File: src/rtl/noc_port_arbiter_pkg.sv
// Shared NoC definitions: port index order and the link packet width.
package pa_noc;

    localparam int APB_PACKET_WIDTH = 32;
    localparam int NUM_PORTS        = 5;

    typedef enum logic [2:0] {
        LOCAL = 3'd0,
        NORTH = 3'd1,
        SOUTH = 3'd2,
        EAST  = 3'd3,
        WEST  = 3'd4
    } port_e;

endpackage

File: src/rtl/noc_port_arbiter_rr_pick.sv
// Round-robin winner search: first set request strictly after ptr, with wrap,
// found by masking a doubled request vector and taking the lowest set bit.
module rr_pick
    import pa_noc::*;
#(
    parameter int N = NUM_PORTS,
    localparam int IW = (N > 1) ? $clog2(N) : 1
) (
    input  logic [N-1:0]  req,
    input  logic [IW-1:0] ptr,
    output logic          found,
    output logic [IW-1:0] idx
);

    logic [2*N-1:0] req2;
    logic [2*N-1:0] window;
    logic [2*N-1:0] masked;

    // NOTE: every variable written here gets a default first, so no latch is inferred.
    always_comb begin
        req2   = {req, req};
        window = '0;
        for (int i = 0; i < 2*N; i++) begin
            window[i] = (i > int'(ptr)) && (i <= int'(ptr) + N);
        end
        masked = req2 & window;

        found = 1'b0;
        idx   = '0;
        for (int i = 0; i < 2*N; i++) begin
            if (!found && masked[i]) begin
                found = 1'b1;
                idx   = IW'((i >= N) ? (i - N) : i);
            end
        end
    end

endmodule

File: src/rtl/noc_port_arbiter.sv
// Output-link arbiter: round-robin grant among requesters into a single
// output register held until downstream accepts it.
module noc_port_arbiter
    import pa_noc::*;
#(
    parameter int NUM_REQ      = NUM_PORTS,
    parameter int PACKET_WIDTH = APB_PACKET_WIDTH,
    localparam int GW = $clog2(NUM_REQ)
) (
    input  logic                                  i_clk,
    input  logic                                  i_rst,
    input  logic [NUM_REQ-1:0]                    i_reqValid,
    input  logic [NUM_REQ-1:0][PACKET_WIDTH-1:0]  i_reqPacket,
    output logic [NUM_REQ-1:0]                    o_reqReady,
    output logic                                  o_valid,
    output logic [PACKET_WIDTH-1:0]               o_packet,
    output logic [GW-1:0]                         o_grantIdx,
    input  logic                                  i_ready
);

    localparam logic [0:0] ST_EMPTY = 1'b0;
    localparam logic [0:0] ST_FULL  = 1'b1;

    logic [0:0]    state;
    logic [GW-1:0] ptr;
    logic          found;
    logic [GW-1:0] win;
    logic          ld;

    rr_pick #(.N(NUM_REQ)) u_pick (
        .req   (i_reqValid),
        .ptr   (ptr),
        .found (found),
        .idx   (win)
    );

    // The register can take a new packet when empty or when its current one drains.
    assign ld      = (state == ST_EMPTY) || i_ready;
    assign o_valid = (state == ST_FULL);

    always_comb begin
        o_reqReady = '0;
        if (!i_rst && ld && found) begin
            o_reqReady[win] = 1'b1;
        end
    end

    // NOTE: sequential state uses non-blocking assignments only.
    always_ff @(posedge i_clk) begin
        if (i_rst) begin
            state      <= ST_EMPTY;
            ptr        <= GW'(NUM_REQ - 1);
            o_packet   <= '0;
            o_grantIdx <= '0;
        end else if (ld) begin
            if (found) begin
                state      <= ST_FULL;
                ptr        <= win;
                o_packet   <= i_reqPacket[win];
                o_grantIdx <= win;
            end else begin
                state    <= ST_EMPTY;
                o_packet <= '0;
            end
        end
    end

endmodule

File: config.mk
export PLATFORM = sky130hd
export DESIGN_NAME = noc_port_arbiter
export DESIGN_NICKNAME = d
export VERILOG_FILES = /design/src/rtl/noc_port_arbiter_pkg.sv /design/src/rtl/noc_port_arbiter_rr_pick.sv /design/src/rtl/noc_port_arbiter.sv
export SDC_FILE = /design/constraint.sdc
export NUM_CORES = 1
export LEC_CHECK = 0
export ABC_CLOCK_PERIOD_IN_PS = 7400
export BUFFER_PORTS_ARGS = -buffer_cell sky130_fd_sc_hd__buf_2
export CAP_MARGIN = 20
export CORE_ASPECT_RATIO = 0.8
export CORE_MARGIN = 5
export CORE_UTILIZATION = 51
export DETAILED_ROUTE_END_ITERATION = 12
export PLACE_DENSITY = 0.88
export SETUP_SLACK_MARGIN = 0.02
export SYNTH_ARGS = -nofsm -noshare
export SYNTH_HDL_FRONTEND = slang
export SYNTH_SLANG_ARGS = --single-unit
File: constraint.sdc
create_clock -name i_clk -period 7.4 [get_ports i_clk]
set_input_delay 1.48 -clock i_clk [delete_from_list [all_inputs] [get_ports i_clk]]
set_output_delay 1.48 -clock i_clk [all_outputs]
set_load 0.02 [all_outputs]
==> results of run 1 <==
## layout make-up
| type | instances | area [sq um] |
|---|---|---|
| flip-flops and latches | 37 | 741 |
| clock buffers | 5 | 68.8 |
| multi-input cells | 407 | 3080 |
| well taps | 108 | 135 |
| inverters | 4 | 15.0 |
| repair buffers | 219 | 1160 |
| fillers | 712 | 2640 |
| clock inverters | 3 | 65.1 |
## final timing paths
kind                         startpoint                          to  slack, ps
max          o_grantIdx[1]$_SDFFE_PP0P_               o_reqReady[0]       1580
max reg2reg  o_grantIdx[1]$_SDFFE_PP0P_   o_packet[19]$_SDFFE_PP0N_       3260
min          o_grantIdx[2]$_SDFFE_PP0P_  o_grantIdx[2]$_SDFFE_PP0P_        460
min reg2reg  o_grantIdx[2]$_SDFFE_PP0P_  o_grantIdx[2]$_SDFFE_PP0P_        460
## critical path, cell delays in order, from the launching register on
cell,delay [ps]
dfxtp_1,660
ha_1,250
ha_1,300
nor3b_1,170
or4b_2,600
buf_4,290
a21o_1,350
buf_16,230
a21o_1,390
buf_4,340
nor4_2,230
buf_2,210
## flip-flops by register name (all words and copies together), names as in the netlist
name,cells
o_packet,32
o_grantIdx,3
o_valid,1
ptr,1
## per-stage QoR
step	power [mW]	utilization	worst slack [ps]	instances
after floorplan	1.94	-	2440	507
after global placement	2.24	0.642	1600	772
after detailed placement	2.32	0.643	1510	773
after CTS	2.55	0.660	1370	781
after global routing	2.76	0.666	1370	783
final	2.58	0.666	1580	783
## cells in the mapped netlist (all sizes together), types with 2 or more instances
cell | instances | area (sq um)
a211oi | 36 | 433
a21o | 5 | 37.5
a21oi | 6 | 41.3
a221oi | 34 | 298
a222oi | 32 | 320
a22oi | 35 | 263
and4bb | 30 | 375
buf | 28 | 203
clkbuf | 31 | 116
dfxtp | 37 | 741
ha | 6 | 75.1
inv | 4 | 15.0
nand2 | 68 | 255
nand2b | 36 | 225
nand3 | 33 | 165
nor2 | 14 | 55.1
nor2b | 5 | 31.3
nor3 | 32 | 160
nor3b | 2 | 15.0
nor4 | 5 | 56.3
nor4bb | 2 | 20.0
o211a | 2 | 20.0
o211ai | 2 | 15.0
o21ai | 5 | 40.0
## kinds of logic after synthesis
| family | synth area share |
|---|---|
| and+or+nand+nor | 0.338 |
| AOI/OAI and AO/OA | 0.381 |
| buffers and inverters | 0.0809 |
| DFF | 0.179 |
| adders and majority gates | 0.0182 |
| muxes | 0.00242 |
## per-layer routing
layer	vias up	part of all wire	GRT usage	wire length, um
met2	371	0.48	0.516	7630
met5	-	0.00082	0	13
met3	30	0.12	0.0797	1880
li1	2369	-	-	-
met1	2439	0.38	0.360	5980
met4	2	0.017	0.101	268
## cells in the final DEF, fill, tap and decap left out, drive strengths merged, types with 4 or more instances in the layout
cell type	synthesis	routed
a211oi	36	36
a21o	5	5
a21oi	6	6
a221oi	34	34
a222oi	32	32
a22oi	35	35
and4bb	30	30
buf	28	219
clkbuf	31	5
dfxtp	37	37
ha	6	6
inv	4	4
nand2	68	68
nand2b	36	36
nand3	33	33
nor2	14	14
nor2b	5	5
nor3	32	32
nor4	5	5
o21ai	5	5
## power groups by stage
stage	combinational (mW)	clock [mW]	sequential [mW]
2_1_floorplan	1.50	0	0.436
3_3_place_gp	1.86	0	0.380
3_5_place_dp	1.94	0	0.381
4_1_cts	1.95	0.220	0.379
5_1_grt	2.14	0.231	0.392
6_report	1.98	0.216	0.381
==> results.toml, run 1 <==
[synth]
avgSynthCellArea_sq_um = 8.14
ys.flop_type = "dfxtp_1"
synth_fp_nets = 681
yosys_warnings = 0
ys_types = 50
synth-edff-count = 0
ys_seq_area_frac = 0.179
synth_cells = 507
syn_area_sq_um = 4130
synth-async-reset-ratio = 0
ys_seq_elements = 37

[floorplanning]
rows = 29
initial_core_util = 0.522
die-area_sq_um = 10000
num_io_pins = 209
die_h_um = 90.5
die_w_um = 111
core_sq_um = 7910

[grt]
grt_max_degree = 67
grt_pass1_wl_um = 25500
antenna_found_initial = 1
grt_pass1_vias = 5295
grt_usage = 0.299
grt_overflow_total = 0

[timing]
finalSetupTns_ps = 0
fin_crit_sh = 0.786
slew_violations = 0
rsz0062_at_grt = "no"
fmax_ghz = 0.172
clock_skew_ps = 7.13
post-route-min-period_ps = 5820
hold_ws_ps = 458
worst_pin_slew_ps = 1050
setup_viol = 0
finalHoldViolations = 0
max_slew_margin = 0.298

[setup_path]
startpoint_type = "register"
cp.arrival_ps = 4340
end_kind = "output port"
critPathRequiredTime_ps = 5920
critical_path_peak_fanout = 37
r2r_cells = 11
critPathKind = "reg -> out"

[detailed_routing]
via_per_inst = 6.66
drtIter0Drc = 570
remaining_drc_errors = 0
ant_nets = 0
avgRoutedWirePerCell_um = 20.1
firstDrtPassIters = 6
drt_wl_total_um = 15800
vias = 5211

[power]
p_sw_frac = 0.525
switching_power_mw = 1.35
internal_power_mw = 1.23
p_leak_nw = 2.33
pwr-share-seq = 0.148
p_comb_frac = 0.769
irDropWorstVdd_uv = 227
p_per_area_nw_per_um2 = 490
p_clk_frac = 0.084

[clocking]
cts_tree = "built"
cts_resized = 0
clk_pin_slew_ps = 80
cts_buffer_depth = 2
cts.sinks = 37
htreeDepth = 2
clk_latency_ps = 290
cts_root_buf = "clkbuf_8"
hold_buffers = 0
cts_made_buffers = 5
post_cts_buffers = 0

[worst_hold_path]
hp-class = "reg -> reg"
hold_depth = 2

[final_layout]
fin_nets = 848
area_delta_synth_final_pct = 27.5
diodes = 0
layout-drive-gt1-share = 0.413
finalInstanceArea_sq_um = 5270

[place]
dp_hpwl_um = 11600
numPortBuffers = 208
dpl_cell_area_sq_um = 5090
globalplace.congestion = 0.852

[run]
drv_cap = 0

[run_status]
outcome = "finished clean"
(Power assumes the default switching activity.)
==> run 2, diff against run 1 <==
Settings changed: ABC_CLOCK_PERIOD_IN_PS 7400 to 5800, CORE_UTILIZATION 51 to 47, PLACE_DENSITY 0.88 to 0.82.
Clock period 7.4 ns to 5.8 ns, I/O delays scaled along.
==> run 2 against run 1 <==
  * Non-clock buffer count up 1
  * First-iteration DRC count fell by 11%
  * Core utilization shrank 5.6 points
  * Die area grew 7.6%
  * Worst hold slack better by 8.7 ps
  * Cell area fell by 1.3%
  * Wire length increased by 3.3%
  * Register-to-register slack worse by 1400 ps
  * Total power up 25%
  * Worst setup slack lost 920 ps
  * Cell count up 0.51%
  * Flip-flop and latch count did not move
==> results.toml, run 2 (synthesis results as in run 1) <==
[final_layout]
fillers = 754
area_delta_synth_final_pct = 25.8
fin_nets = 849
finalInstanceArea_sq_um = 5200
layout-drive-gt1-share = 0.412
diodes = 0
layout_commonest_cell = "buf_2"
mostFrequentLayoutCells = "buf_2, nand2_1, dfxtp_1"
top_register = "o_packet"
largest_reg_flops = 32
reg_top3 = "o_packet x32, o_grantIdx x3"
multiInputGateArea_sq_um = 3080
final_cell_count_no_fill = 787
seq_area_sq_um = 741

[timing]
clock_skew_ps = 3.55
finalHoldViolations = 0
worst_pin_slew_ps = 1090
fin_crit_sh = 0.886
finalSetupTns_ps = 0
slew_violations = 0
fmax_ghz = 0.195
setup_viol = 0
setup_slack_ps = 662
rsz0062_at_grt = "no"
post-route-min-period_ps = 5140
max_slew_margin = 0.272
hold_ws_ps = 467

[clocking]
cts_buffer_depth = 2
htreeDepth = 2
cts_tree = "built"
cts.sinks = 37
cts_root_buf = "clkbuf_8"
cts_resized = 0
clk_latency_ps = 280
hold_buffers = 0
post_cts_buffers = 0
clk_pin_slew_ps = 80
cts_made_buffers = 5

[power]
p_leak_nw = 2.30
irDropWorstVdd_uv = 395
p_per_area_nw_per_um2 = 620

[floorplanning]
initial_core_util = 0.485
die_h_um = 93.8
rows = 30
die-area_sq_um = 10800
num_io_pins = 209
core_sq_um = 8520
die_w_um = 115

[setup_path]
critPathRequiredTime_ps = 4640
cp.arrival_ps = 3980
cp_cell_sequence = "ha_1, ha_1, nor3b_1, or4b_2, buf_4, o21ai_4, nor2_2, a221o_2, nor4_2, buf_2"
critPathKind = "reg -> out"
startpoint_type = "register"
critical_path_peak_fanout = 37
cp_slowest_cell = "dfxtp_1"
cp_common_cell = "ha_1"
end_kind = "output port"
critPathMaxStageDelay_ps = 650
worst-path-buf-inv = 2
cpLargestDelayFamily = "simple AND/OR/NAND/NOR gates"

[detailed_routing]
avgRoutedWirePerCell_um = 20.7
via_per_inst = 6.59
drtIter0Drc = 510
remaining_drc_errors = 0
firstDrtPassIters = 5
drt_wl_total_um = 16300
ant_nets = 0
vias = 5187

[place]
dpl_cell_area_sq_um = 5110
dp.cells = 780
post-place-ws_ps = 1000
dp_hpwl_um = 11400
numPortBuffers = 208
globalplace.congestion = 0.991

[grt]
grt_max_degree = 68
grt_usage = 0.284
grt_pass1_wl_um = 25000
antenna_found_initial = 0
grt_overflow_total = 0
grt_pass1_vias = 5079

[run]
drv_cap = 0

[worst_hold_path]
hp-class = "reg -> reg"

[run_status]
outcome = "finished clean"
[run 2: changes by cell type in the layout (fill, tap and decap cells not counted)]
cell / before / now
buf_8: 2 / 0
buf_16: 1 / 0
clkbuf_1: 0 / 1
clkbuf_8: 5 / 6
clkinv_2: 1 / 0
buf_4: 8 / 12
bufinv_16: 2 / 0
[run 2: final timing paths]
| path | slack [ps] | depth (start not counted) | to | from |
|---|---|---|---|---|
| setup / recovery | 660 | 10 | o_reqReady[1] | o_grantIdx[1]$_SDFFE_PP0P_ |
| hold reg to reg | 470 | 2 | o_grantIdx[2]$_SDFFE_PP0P_ | o_grantIdx[2]$_SDFFE_PP0P_ |
| hold / removal | 470 | 2 | o_grantIdx[2]$_SDFFE_PP0P_ | o_grantIdx[2]$_SDFFE_PP0P_ |
| setup reg to reg | 1860 | 10 | o_packet[14]$_SDFFE_PP0N_ | o_grantIdx[1]$_SDFFE_PP0P_ |
[run 2: worst reg2reg max path: cells and delay by family, from the launching register on]
kind            cells  cell delay (ps)
simple gates        3              880
flops               1              650
fa+ha+maj           2              560
buf+inv             1              300
compound gates      4             1480
[run 2: layout make-up]
class                   count  area share
repair buffers            220       0.218
well taps                 112      0.0270
inverters                   4     0.00289
clock buffers               7      0.0166
multi-input cells         407       0.593
flip-flops and latches     37       0.143
[run 2: stage by stage]
stage,util,total power [mW]
after floorplan,-,2.48
after global placement,0.600,2.90
after detailed placement,0.600,3.00
after CTS,0.610,3.21
after global routing,0.610,3.45
final,0.610,3.22
[run 2: metal layers]
layer  share of wire  track usage  wire length, um  vias up
li1                -            -                -     2372
met1            0.39        0.354             6390     2489
met2            0.48        0.489             7860      307
met3            0.11       0.0728             1830       19
met4           0.013       0.0684              214        0
met5               0            0                0        -
[run 2: where the power goes]
| group | switching (mW) | total, mW | internal [mW] |
|---|---|---|---|
| Combinational | 1.53 | 2.54 | 1.02 |
| Clock | 0.0954 | 0.190 | 0.0946 |
| Sequential | 0.123 | 0.488 | 0.366 |
==> run 3, diff against run 2 <==
==> constraint.sdc (replaced) <==
create_clock -name i_clk -period 5.8 [get_ports i_clk]
set_input_delay 0.29 -clock i_clk [delete_from_list [all_inputs] [get_ports i_clk]]
set_output_delay 0.29 -clock i_clk [all_outputs]
set_load 0.02 [all_outputs]
==> run 3 against run 2 <==
  * Maximum frequency rose by 14%
  * Clock power rose by 31%
  * Critical path depth shrank 1
  * Global-route usage is 0.85 points higher
  * Combinational power is essentially flat
  * Sequential power about the same
  * Die area unchanged
  * Flip-flop and latch count did not move
  * Total power grew 1.5%
  * Via count increased by 3.0%
  * Critical path type unchanged
  * Critical endpoint unchanged
==> results.toml, run 3 (synthesis results as in run 1) <==
[run_status]
outcome = "finished clean"

[power]
p_leak_nw = 2.30
p_per_area_nw_per_um2 = 627
irDropWorstVdd_uv = 291

[final_layout]
area_delta_synth_final_pct = 26.2
largest_reg_flops = 32
fin_nets = 847
layout_commonest_cell = "buf_2"
layout-drive-gt1-share = 0.411
fin_util = 0.612
mostFrequentLayoutCells = "buf_2, nand2_1, dfxtp_1"
top_register = "o_packet"
reg_top3 = "o_packet x32, o_grantIdx x3"
diodes = 0

[floorplanning]
die_h_um = 93.8
num_io_pins = 209
initial_core_util = 0.485
core_sq_um = 8520
die_w_um = 115
rows = 30
die-area_sq_um = 10800

[timing]
fin_crit_sh = 0.774
post-route-min-period_ps = 4490
finalSetupTns_ps = 0
max_slew_margin = 0.276
clock_skew_ps = 11.8
finalHoldViolations = 0
setup_viol = 0
rsz0062_at_grt = "no"
slew_violations = 0
fmax_ghz = 0.223
worst_pin_slew_ps = 1080

[setup_path]
critPathRequiredTime_ps = 5510
startpoint_type = "register"
end_kind = "output port"
critPathKind = "reg -> out"
cp.arrival_ps = 4200
critical_path_peak_fanout = 37

[clocking]
cts_resized = 0
post_cts_buffers = 0
cts_made_buffers = 5
cts_tree = "built"
clk_latency_ps = 300
cts.sinks = 37
cts_buffer_depth = 2
cts_root_buf = "clkbuf_8"
clk_pin_slew_ps = 90
htreeDepth = 2
hold_buffers = 0

[detailed_routing]
via_per_inst = 6.80
firstDrtPassIters = 13
ant_nets = 0
vias = 5345
remaining_drc_errors = 0
avgRoutedWirePerCell_um = 21.1
drt_wl_total_um = 16600
drtIter0Drc = 731

[grt]
grt_max_degree = 68
grt_overflow_total = 0
grt_usage = 0.292
grt_pass1_wl_um = 25800
antenna_found_initial = 1
grt_pass1_vias = 5274

[place]
numPortBuffers = 208
globalplace.congestion = 0.915
dp_hpwl_um = 11400

[run]
drv_cap = 0

[worst_hold_path]
hp-class = "in -> reg"
==> run 3: metrics by stage <==
| stage | setup WS, ps | total power, mW | cells | area, sq um | hold slack [ps] |
|---|---|---|---|---|---|
| finish | 1310 | 3.27 | 786 | 5210 | 239 |
| global route | 1070 | 3.50 | 786 | 5210 | 236 |
| floorplan | 2530 | 2.48 | 507 | 4130 | 434 |
| detailed placement | 1480 | 2.98 | 778 | 5090 | 451 |
| global placement | 1650 | 2.89 | 778 | 5090 | 441 |
| CTS | 1320 | 3.24 | 786 | 5210 | 234 |
==> run 3: worst max-delay path, stage by stage (launching register included) <==
cell     delay (ps)
dfxtp_1         640
ha_1            250
ha_1            290
nor3b_1         170
or4b_2         1050
o21ai_4         260
nor2_2          110
a221o_2         610
nor4_2          310
buf_2           210
==> run 3: power by group <==
group          total [mW]  switching [mW]  internal [mW]
logic                2.54            1.53           1.01
registers           0.485           0.120          0.366
clock network       0.248           0.107          0.141
total                3.27            1.76           1.51
==> run 3: cell type report <==
type	count	area, sq um
clock inverter	1	30.0
sequential	37	741
inverter	4	15.0
tap	112	140
multi-input combinational	407	3080
timing repair buffer	218	1120
clock buffer	7	86.3
fill	772	3310
==> run 3: final timing paths <==
check                                                 from                    endpoint  slack, ps  depth (start not counted)
worst min register to register  o_grantIdx[2]$_SDFFE_PP0P_  o_grantIdx[2]$_SDFFE_PP0P_        460                          2
worst max register to register  o_grantIdx[1]$_SDFFE_PP0P_   o_packet[22]$_SDFFE_PP0N_       1380                         10
worst max-delay path            o_grantIdx[1]$_SDFFE_PP0P_               o_reqReady[1]       1310                          9
worst min-delay path                      i_reqPacket[114]   o_packet[18]$_SDFFE_PP0N_        240                          3
==> run 3: per-layer routing <==
| layer | share of wire | wire [um] | vias to the layer above | track usage |
|---|---|---|---|---|
| met5 | 0.0012 | 20 | - | 0 |
| li1 | - | - | 2373 | - |
| met3 | 0.13 | 2120 | 30 | 0.0625 |
| met4 | 0.015 | 246 | 2 | 0.0938 |
| met2 | 0.49 | 8040 | 417 | 0.500 |
| met1 | 0.37 | 6140 | 2523 | 0.366 |
